--- config.mk ---
export PLATFORM = sky130hd
export DESIGN_NAME = fetch_unit
export DESIGN_NICKNAME = d
export VERILOG_FILES = /design/src/rtl/fetch_unit.sv
export SDC_FILE = /design/constraint.sdc
export NUM_CORES = 1
export LEC_CHECK = 0
export CAP_MARGIN = 25
export CORE_AREA = 2 2 108 136
export CTS_BUF_LIST = sky130_fd_sc_hd__clkbuf_2 sky130_fd_sc_hd__clkbuf_4 sky130_fd_sc_hd__clkbuf_8
export DETAILED_ROUTE_END_ITERATION = 8
export DIE_AREA = 0 0 110 138
export PLACE_DENSITY = 0.47
export SYNTH_ARGS = -nofsm -noshare
export SYNTH_HDL_FRONTEND = slang
export SYNTH_SLANG_ARGS = --single-unit
--- constraint.sdc ---
create_clock -name clock -period 4 [get_ports clock]
set_input_delay 0.8 -clock clock [delete_from_list [all_inputs] [get_ports clock]]
set_output_delay 0.8 -clock clock [all_outputs]
set_load 0.005 [all_outputs]
--- src/rtl/fetch_unit.sv ---
// Instruction fetch stage: assembles big-endian 16-bit instructions from a byte-wide
// req/ack memory into a small prefetch FIFO and hands them on over valid/ready.
module fetch_unit #(
  parameter logic [15:0] RESET_PC = 16'h0000,
  parameter int unsigned DEPTH    = 2
) (
  input  logic        clock,
  input  logic        reset,
  output logic        mem_req,
  output logic [15:0] mem_addr,
  input  logic        mem_ack,
  input  logic [7:0]  mem_rdata,
  input  logic        redirect,
  input  logic [15:0] redirect_pc,
  output logic        instr_valid,
  output logic [15:0] instr,
  output logic [15:0] instr_pc,
  input  logic        instr_ready
);

  localparam int unsigned PtrW = (DEPTH > 1) ? $clog2(DEPTH) : 1;
  localparam int unsigned CntW = PtrW + 1;
  localparam logic [CntW-1:0] DepthC = CntW'(DEPTH);
  localparam logic [15:0] ResetPcC = {RESET_PC[15:1], 1'b0};

  typedef enum logic [1:0] {StIdle, StFetchHi, StFetchLo} state_e;

  state_e          state_q, state_d;
  logic [15:0]     pc_q, pc_d;
  logic [7:0]      hi_q, hi_d;
  logic [15:0]     instr_mem_q [DEPTH];
  logic [15:0]     pc_mem_q    [DEPTH];
  logic [PtrW-1:0] wr_ptr_q, rd_ptr_q;
  logic [CntW-1:0] count_q, count_d;
  logic            push, pop;

  assign instr_valid = (count_q != '0);
  assign instr       = instr_mem_q[rd_ptr_q];
  assign instr_pc    = pc_mem_q[rd_ptr_q];
  assign mem_req     = (state_q != StIdle);
  // fetch_pc is always even, so +1 only sets bit 0.
  assign mem_addr    = (state_q == StFetchLo) ? {pc_q[15:1], 1'b1} : pc_q;

  assign pop     = instr_valid && instr_ready;
  assign push    = (state_q == StFetchLo) && mem_ack && !redirect;
  assign count_d = count_q + CntW'(push) - CntW'(pop);

  always_comb begin
    state_d = state_q;
    pc_d    = pc_q;
    hi_d    = hi_q;
    unique case (state_q)
      StIdle: begin
        if (count_q < DepthC) state_d = StFetchHi;
      end
      StFetchHi: begin
        if (mem_ack) begin
          hi_d    = mem_rdata;
          state_d = StFetchLo;
        end
      end
      StFetchLo: begin
        if (mem_ack) begin
          pc_d    = pc_q + 16'd2;
          state_d = (count_d < DepthC) ? StFetchHi : StIdle;
        end
      end
      default: state_d = StIdle;
    endcase
    // Redirect drops any in-flight byte, including an ack arriving this cycle.
    if (redirect) begin
      state_d = StIdle;
      pc_d    = {redirect_pc[15:1], 1'b0};
    end
  end

  always_ff @(posedge clock) begin
    if (reset) begin
      state_q  <= StIdle;
      pc_q     <= ResetPcC;
      hi_q     <= '0;
      wr_ptr_q <= '0;
      rd_ptr_q <= '0;
      count_q  <= '0;
      for (int i = 0; i < int'(DEPTH); i++) begin
        instr_mem_q[i] <= '0;
        pc_mem_q[i]    <= '0;
      end
    end else begin
      state_q <= state_d;
      pc_q    <= pc_d;
      hi_q    <= hi_d;
      if (redirect) begin
        wr_ptr_q <= '0;
        rd_ptr_q <= '0;
        count_q  <= '0;
      end else begin
        if (push) begin
          instr_mem_q[wr_ptr_q] <= {hi_q, mem_rdata};
          pc_mem_q[wr_ptr_q]    <= pc_q;
          wr_ptr_q              <= wr_ptr_q + PtrW'(1);
        end
        if (pop) rd_ptr_q <= rd_ptr_q + PtrW'(1);
        count_q <= count_d;
      end
    end
  end

`ifndef SYNTHESIS
  push_never_full_a: assert property (@(posedge clock) disable iff (reset)
    push |-> (count_q < DepthC));
`endif

endmodule
==> impl_metrics.env <==
export IMPL_run_status="completed"
export IMPL_cts_hold_buffers_added=0
export IMPL_clkLatencyLatePin_ns=0.36
export IMPL_timing_critical_path_fanout_max=21
export IMPL_max_cap_violations=0
export IMPL_yosys_warnings=0
export IMPL_whs_path_depth=2
export IMPL_worst_endpoint_required_ns=3.20
export IMPL_routed_via_density=4.492
export IMPL_cts_buffers_inserted=9
export IMPL_drc_errors=0
export IMPL_final_setup_tns_ns=0
export IMPL_min_period_ns=3.067
export IMPL_rr_worst_depth=10
export IMPL_cts_root_buffer="sky130_fd_sc_hd__clkbuf_8"
export IMPL_ctsLongestPathBuffers=2
export IMPL_fin_crit_sh_pct=76.68
export IMPL_report_final_hold_viol_count=0
export IMPL_rsz0062_at_grt="no"
export IMPL_yosys_most_used_dff="sky130_fd_sc_hd__edfxtp_1"
export IMPL_synth_sequential_area_ratio_pct=59.91
export IMPL_track_usage_pct=12.47
export IMPL_setup_viol=0
export IMPL_avg_cell_area_syn_sq_um=12.46
export IMPL_netlist_instances=330
export IMPL_synth_edf_count=62
export IMPL_routed_wire_length_per_instance_microns=15.23
export IMPL_worst_setup_hold_path_clk_slew_ns=0.09
export IMPL_syn_area_sq_mm=0.004110
export IMPL_via_count=2637
export IMPL_grt_first_pass_wirelength_microns=14190
export IMPL_number_of_diodes=0
export IMPL_pwrdens_mw_per_mm2=380.9
export IMPL_power_switching_uw=420.2
export IMPL_first_global_vias=2621
export IMPL_critPathArrivalTime_ns=2.27
export IMPL_power_frac_clock_pct=39.7
export IMPL_ys_seq_elements=92
export IMPL_floorplan_die_width_microns=110
export IMPL_pwr_share_seq_pct=53.0
export IMPL_end_kind="output port"
export IMPL_timing_critical_path_from_type="flop"
export IMPL_cts_sinks=92
export IMPL_synth_net_count=362
export IMPL_gr_total_overflow=0
export IMPL_die_area_sq_mm=0.01518
export IMPL_irDropWorstVdd_uv=196.3
export IMPL_start_util_pct=29.28
export IMPL_timing_worst_slew_pin_value_ns=0.8274
export IMPL_final_net_count=436
export IMPL_drive_gt1_share_pct=15.89
export IMPL_drt_first_pass_iters=4
export IMPL_rows=49
export IMPL_number_of_pins_with_negative_max_slew_slack_in_the_final_report=0
export IMPL_slew_headroom_pct=44.84
export IMPL_cts_repair_resized=0
export IMPL_port_buffers=76
export IMPL_dpl_hpwl_microns=5751
export IMPL_grt_max_degree=32
export IMPL_i_o_pin_count=79
export IMPL_clock_skew_ns=0.008407
export IMPL_ys_types=41
export IMPL_p_sw_share_pct=20.68
export IMPL_cts_setup_buffers=0
export IMPL_initial_antenna_violation_count=0
export IMPL_comb_power_share_pct=7.4
export IMPL_die_height_microns=138
export IMPL_fin_hold_ws_ns=0.5173
export IMPL_layout_area_overhead_vs_synth_pct=29.80
export IMPL_leakagePower_nw=1.969
export IMPL_tritoncts="done"
export IMPL_detailedRoute_firstIterationViolations=95
export IMPL_final_antenna_net_count=0
export IMPL_core_region_area_sq_mm=0.01404
export IMPL_finalWeightedCongestion=0.7101
export IMPL_clock_tree_htree_level_count=3
export IMPL_async_flop_share_pct=0
export IMPL_p_int_mw=1.612
export IMPL_hold_path_class="reg2reg"
export IMPL_worst_r2r_setup_slack_ns=1.85
export IMPL_crit_type="reg2out"
export IMPL_max_freq_ghz=0.3260
export IMPL_wirelength_microns=8939
export IMPL_totalPowerFinal_mw=2.032
## registers in the layout (all words and copies together), names as in the netlist, named ones only
| name | count |
|---|---|
| wr_ptr_q | 1 |
| pc_q | 15 |
| count_q | 2 |
| state_q | 2 |
| pc_mem_q | 30 |
| instr_mem_q | 32 |
| rd_ptr_q | 1 |
| hi_q | 8 |
## metal layers
metal,share of wire (%),vias up,GRT usage (%)
met1,43,1260,15.87
met2,52,51,20.67
met4,1.5,0,4.797
met5,0,-,0
li1,-,1316,-
met3,3.3,10,2.357
## cell type report
cell class | count | area, sq um
fillers | 1417 | 8705
flip-flops and latches | 92 | 2462
multi-input cells | 212 | 1553
repair buffers | 83 | 813.3
well taps | 178 | 222.7
clock inverters | 7 | 137.6
clock buffers | 9 | 123.9
inverters | 6 | 22.52
## Yosys cell counts (all sizes together) (2+ instances only)
cell type	number	share of area, %
and2	64	9.8
edfxtp	62	45
mux2	31	8.5
dfxtp	30	15
nor2	26	2.4
clkbuf	15	1.6
a211oi	10	1.8
xnor2	10	2.1
mux2i	8	1.9
nand2	7	0.64
inv	6	0.55
nor3	6	0.73
a311oi	5	1.1
buf	5	0.58
nand4	5	1.1
nor4	5	0.76
xor2	4	0.85
ha	3	0.91
nand3	3	0.37
or2	3	0.46
a21boi	2	0.37
and3	2	0.34
and3b	2	0.43
nand3b	2	0.37
o21ai	2	0.24
o31ai	2	0.37
or3	2	0.46
or4	2	0.37
## power groups by stage
stage | combinational, mW | sequential (mW) | clock, mW
6_report | 0.150 | 1.08 | 0.806
5_1_grt | 0.163 | 1.08 | 0.864
4_1_cts | 0.154 | 1.08 | 0.834
3_5_place_dp | 0.153 | 1.10 | 0
3_3_place_gp | 0.153 | 1.10 | 0
2_1_floorplan | 0.0617 | 1.09 | 0
## stage by stage
stage	cell area, sq um	std cells	worst slack [ns]	util, %
floorplan	4110	330	0.7821	-
global placement	5074	571	0.9160	36.14
detailed placement	5074	571	0.8741	36.14
CTS	5335	587	0.8143	38.00
global route	5335	587	0.7482	38.00
finish	5335	587	0.9328	38.00
## worst max-delay path, cell delays in order, from the launching register on
cell	delay, ns
sky130_fd_sc_hd__dfxtp_1	0.65
sky130_fd_sc_hd__buf_4	0.40
sky130_fd_sc_hd__mux2_2	0.40
sky130_fd_sc_hd__clkdlybuf4s50_1	0.45
## cell usage in the layout (no fill, tap or decap), types with 2 or more instances in the layout
master / Yosys / final
sky130_fd_sc_hd__inv_1: 6 / 6
sky130_fd_sc_hd__nand2_1: 7 / 7
sky130_fd_sc_hd__and2_2: 3 / 3
sky130_fd_sc_hd__nand3_1: 3 / 3
sky130_fd_sc_hd__ha_1: 3 / 3
sky130_fd_sc_hd__edfxtp_1: 62 / 62
sky130_fd_sc_hd__dfxtp_1: 30 / 30
sky130_fd_sc_hd__nor4_1: 5 / 4
sky130_fd_sc_hd__or4_1: 2 / 2
sky130_fd_sc_hd__a311oi_1: 5 / 5
sky130_fd_sc_hd__bufinv_16: 0 / 4
sky130_fd_sc_hd__buf_4: 1 / 7
sky130_fd_sc_hd__clkdlybuf4s50_1: 0 / 76
sky130_fd_sc_hd__clkbuf_8: 1 / 9
sky130_fd_sc_hd__xnor2_1: 10 / 10
sky130_fd_sc_hd__nand4_1: 4 / 4
sky130_fd_sc_hd__o31ai_1: 2 / 2
sky130_fd_sc_hd__nand3b_1: 2 / 2
sky130_fd_sc_hd__and2_1: 61 / 61
sky130_fd_sc_hd__a211oi_1: 10 / 10
sky130_fd_sc_hd__o21ai_0: 2 / 2
sky130_fd_sc_hd__or2_2: 3 / 3
sky130_fd_sc_hd__nor2_1: 26 / 26
sky130_fd_sc_hd__nor3_1: 6 / 6
sky130_fd_sc_hd__mux2i_1: 8 / 8
sky130_fd_sc_hd__xor2_1: 4 / 4
sky130_fd_sc_hd__and3b_1: 2 / 2
sky130_fd_sc_hd__a21boi_0: 2 / 2
sky130_fd_sc_hd__mux2_2: 31 / 31
## path summary, 6_finish.rpt
kind	end	start
max reg2reg	state_q[0]	state_q[1]
max	instr_pc[12]	flop
min reg2reg	hi_q[4]	hi_q[4]
min	hi_q[4]	hi_q[4]
## kinds of logic (layout without fill, tap and decap cells)
group / count (synthesis) / count (layout) / share of synthesized area, %
simple gates: 131 / 131 / 18.54
compound gates: 24 / 24 / 4.383
xor+xnor: 14 / 14 / 2.983
flops: 92 / 92 / 59.91
other cells: 1 / 1 / 0.09124
fa+ha+maj: 3 / 3 / 0.9133
buf+inv: 26 / 105 / 2.740
mux: 39 / 39 / 10.44
Power figures use the tool's default switching activity.
==> RTL change 1 (same flow settings) <==
Change the parameter `DEPTH` from 2 to 1.
--- a/src/rtl/fetch_unit.sv
+++ b/src/rtl/fetch_unit.sv
@@ -2,7 +2,7 @@
 // req/ack memory into a small prefetch FIFO and hands them on over valid/ready.
 module fetch_unit #(
   parameter logic [15:0] RESET_PC = 16'h0000,
-  parameter int unsigned DEPTH    = 2
+  parameter int unsigned DEPTH    = 1
 ) (
   input  logic        clock,
   input  logic        reset,
Check against the original RTL: not equivalent (Yosys sat finds a counterexample within 4 cycles, from zero or initial values and one cycle with reset high).
==> RTL change 1 against the original RTL <==
- worst setup slack better by 510 ps
- power decreased by 34%
- largest cell class unchanged
- die area unchanged
- synthesized area decreased by 39%
- clock skew down 2.7 ps
- critical path type is now in2reg
- cell count down 17%
- fmax grew 20%
- sequential share of layout area decreased by 6.2 points
- final area fell by 31%
- wire length is 26% lower
- global-route usage is 3.4 points lower
- sequential cell count is 34 lower
==> RTL change 1: results (changes against the original RTL) <==
{| class="wikitable"
! Metric !! Value
|-
| Post-synthesis compound-gate area fraction || 6.75% (+2.4 points)
|-
| Area after detailed placement || 3480 um^2 (-31%)
|-
| Syn nets || 256 (-29%)
|-
| Clk_lat worst skew || 340 ps (-20 ps)
|-
| Clk pin slew, worst setup/hold paths || 60 ps (-30 ps)
|-
| Part of the Yosys area used for sequential elements || 58.8% (-1.1 points)
|-
| FF-to-FF setup slack || 1890 ps (+40 ps)
|-
| Placed Cells incl. Taps || 471 (-18%)
|-
| End point of the critical path || state_q[0]$_SDFFE_PP0P_
|-
| Final setup slack of the worst path || 1440 ps (+510 ps)
|-
| Post-synthesis mux area share || 3.65% (-6.8 points)
|-
| Layout net count || 336 (-23%)
|-
| Largest registers ranked by flip-flop count || instr_mem_q: 16 flops, pc_mem_q: 15 flops, pc_q: 15 flops
|-
| Worst setup timing slack at the placement stage || 1070 ps (+198 ps)
|-
| Arrival time at the worst endpoint || 2820 ps (+550 ps)
|-
| Highest-delay cell along the critical path || sky130_fd_sc_hd__clkdlybuf4s50_1
|-
| Area share of xor/xnor cells in the synthesized design || 3.15% (+0.17 points)
|-
| Vias/cell || 3.91 (-13%)
|-
| Worst Hold Launch || hi_q[7]$_SDFFE_PP0P_
|-
| Part of the power in combinational logic || 9.8% (+2.4 points)
|-
| Cell internal pwr || 1.04 mW (-36%)
|-
| Status || complete, no violations
|-
| Clock net sink count || 58 (-37%)
|-
| Endpoint of the worst hold path || hi_q[7]$_SDFFE_PP0P_
|-
| VDD IR max || 0.128 mV (-35%)
|-
| Post-route worst hold slack || 491 ps (-26.3 ps)
|-
| Highest fanout seen on the critical path || 11 (-48%)
|}
## RTL change 1: cell count changes after synthesis, sizes merged, moves of 5 or more
| cell | change |
|---|---|
| a21oi | +5 |
| and2 | -34 |
| edfxtp | -31 |
| clkbuf | -5 |
| a211oi | -5 |
| mux2 | -30 |
## RTL change 1: cells by family after synthesis
kind of cell,Yosys count
AOI/OAI and AO/OA,24
xor gates and xnor gates,9
adders and majority gates,3
buffers and inverters,18
DFF,58
muxes,9
other,1
and+or+nand+nor,102
## RTL change 1: layout make-up
type	count	area [um^2]	area share (%)
repair buffers	81	798	21.7
clock inverters	5	53.8	1.46
inverters	6	22.5	0.612
flip-flops and latches	58	1470	40.0
clock buffers	11	145	3.95
multi-input cells	148	965	26.2
well taps	178	223	6.05
## RTL change 1: layer usage
metal  share of wire (%)  vias to the layer above  GRT usage (%)
met5                   0                        -              0
met4                 1.9                        0           4.20
met1                  43                      887           11.0
met2                  50                       45           14.9
li1                    -                      962              -
met3                 5.2                        8           2.40
==> RTL change 2 (config.mk and constraints unchanged) <==
Without the edit above. Make the reset (`reset`) asynchronous in one clocked block.
--- a/src/rtl/fetch_unit.sv
+++ b/src/rtl/fetch_unit.sv
@@ -74,7 +74,7 @@
     end
   end
 
-  always_ff @(posedge clock) begin
+  always_ff @(posedge clock or posedge reset) begin
     if (reset) begin
       state_q  <= StIdle;
       pc_q     <= ResetPcC;
Check against the original RTL: differs if reset is asserted again (counterexample within 4 cycles, from zero or initial values and one cycle with reset high); with reset held inactive, the same outputs for 10 cycles.
==> RTL change 2 against the original RTL <==
- worst setup slack improved by 32 ps
- count of clock-buffer cells in the layout rose by 3
- sequential cell count fell by 1
- die area did not move
- sequential share of layout area fell by 3.5 points
- wire length rose by 6.1%
- fmax rose by 1.1%
- final area barely moved
- utilization barely moved
- synthesized area rose by 1.7%
- critical path type unchanged
- largest cell class unchanged
Power is not compared: it rests on default switching activity, and its combinational part moved more than twofold at a synthesized area within 25%.
==> RTL change 2: results (changes against the original RTL) <==
{| class="wikitable"
! Metric !! Value
|-
| Endpoint of the worst hold path || pc_mem_q[24]$_DFFE_PP0P_
|-
| Global-route usage over all layers || 13.5% (+1.0 points)
|-
| Area taken by multi-input logic gates || 1780 um^2 (+15%)
|-
| Final wirelength || 9490 um (+6.1%)
|-
| Largest incremental delay on the critical path || 560 ps (-90 ps)
|-
| Initial antenna violation count || 0 (unchanged)
|-
| Part of the Yosys area used for sequential elements || 54.5% (-5.5 points)
|-
| Top cells by instance count after synthesis || sky130_fd_sc_hd__mux2_2 (98), sky130_fd_sc_hd__dfrtp_1 (91), sky130_fd_sc_hd__nand2_1 (17)
|-
| End point of the critical path || instr_pc[5]
|-
| Worst Hold Launch || pc_mem_q[24]$_DFFE_PP0P_
|-
| FF-to-FF setup slack || 1770 ps (-80 ps)
|-
| Post-route worst hold slack || 492 ps (-25.7 ps)
|-
| Average instance area after synthesis || 13.1 um^2 (+5.2%)
|-
| Met2 Use GR || 20.8% (+0.13 points)
|-
| Final setup slack of the worst path || 965 ps (+32.1 ps)
|-
| Highest fanout seen on the critical path || 26 (+24%)
|-
| Endpoint of the worst-slack reg-to-reg timing path || state_q[0]$_DFFE_PP0P_
|-
| Synth cell types || 39 (-4.9%)
|-
| Via Count || 2681 (+1.7%)
|-
| Most area-hungry cell type in the Yosys netlist || sky130_fd_sc_hd__dfrtp_1
|-
| Clock H-tree levels || 3 (unchanged)
|-
| Vias in the first global route || 2903 (+11%)
|-
| Share of flip-flops with an asynchronous set or reset || 100% (+100 points)
|-
| Worst R2R Start || state_q[0]$_DFFE_PP0P_
|-
| Hold depth || 1 (-1)
|-
| Depth of the most critical reg-to-reg path || 8 (-2)
|-
| Syn nets || 351 (-3.0%)
|-
| DPL Wire Length || 6330 um (+10%)
|-
| Global-route wire length before repair || 15800 um (+12%)
|-
| DRT met1 WL || 4450 um (+16%)
|-
| Highest-delay cell along the critical path || sky130_fd_sc_hd__dfrtp_1
|-
| Pin count of the biggest net entering global routing || 54 (+69%)
|-
| Worst clock skew || 4.53 ps (-3.87 ps)
|-
| Grt met3 use || 3.06% (+0.71 points)
|-
| Met1 Use GR || 18.4% (+2.5 points)
|-
| Synth top area cells || sky130_fd_sc_hd__dfrtp_1 (54%), sky130_fd_sc_hd__mux2_2 (26%), sky130_fd_sc_hd__xnor2_1 (2.3%)
|-
| Vias/cell || 4.66 (+3.8%)
|-
| Area after detailed placement || 5130 um^2 (+1.2%)
|-
| Arrival time at the worst endpoint || 2240 ps (-30 ps)
|-
| Layout net count || 424 (-2.8%)
|-
| Iteration-0 DRC Markers || 50 (-47%)
|-
| Met3 routed wirelength || 494 um (+69%)
|-
| Worst setup timing slack at the placement stage || 838 ps (-35.8 ps)
|-
| Dominant synthesized flop cell || sky130_fd_sc_hd__dfrtp_1
|-
| Input/output buffers || 76 (unchanged)
|-
| Final RePlAce weighted congestion || 0.722 (+1.6%)
|-
| Status || complete, no violations
|}
RTL change 2: worst reg2reg max path: stages (launching register included):
cell	delay (ps)
sky130_fd_sc_hd__dfrtp_1	440
sky130_fd_sc_hd__nand4bb_1	420
sky130_fd_sc_hd__ha_1	410
sky130_fd_sc_hd__inv_1	40
sky130_fd_sc_hd__ha_1	170
sky130_fd_sc_hd__xor2_1	260
sky130_fd_sc_hd__mux2i_1	120
sky130_fd_sc_hd__a31oi_1	200
sky130_fd_sc_hd__nor2_1	50
RTL change 2: cells by family after synthesis:
logic type	count (synthesis)	share of synthesized area (%)
fa+ha+maj	3	0.898
xor+xnor	15	3.14
other cells	1	0.0897
flops	91	54.5
simple gates	60	7.72
mux	103	27.7
buf+inv	26	3.05
compound gates	20	2.96
RTL change 2: layout make-up:
class | instances | area share [%]
multi-input combinational | 202 | 33.4
inverter | 7 | 0.516
tap | 178 | 4.17
clock buffer | 12 | 2.86
clock inverter | 4 | 0.938
sequential | 91 | 42.7
timing repair buffer | 81 | 15.4
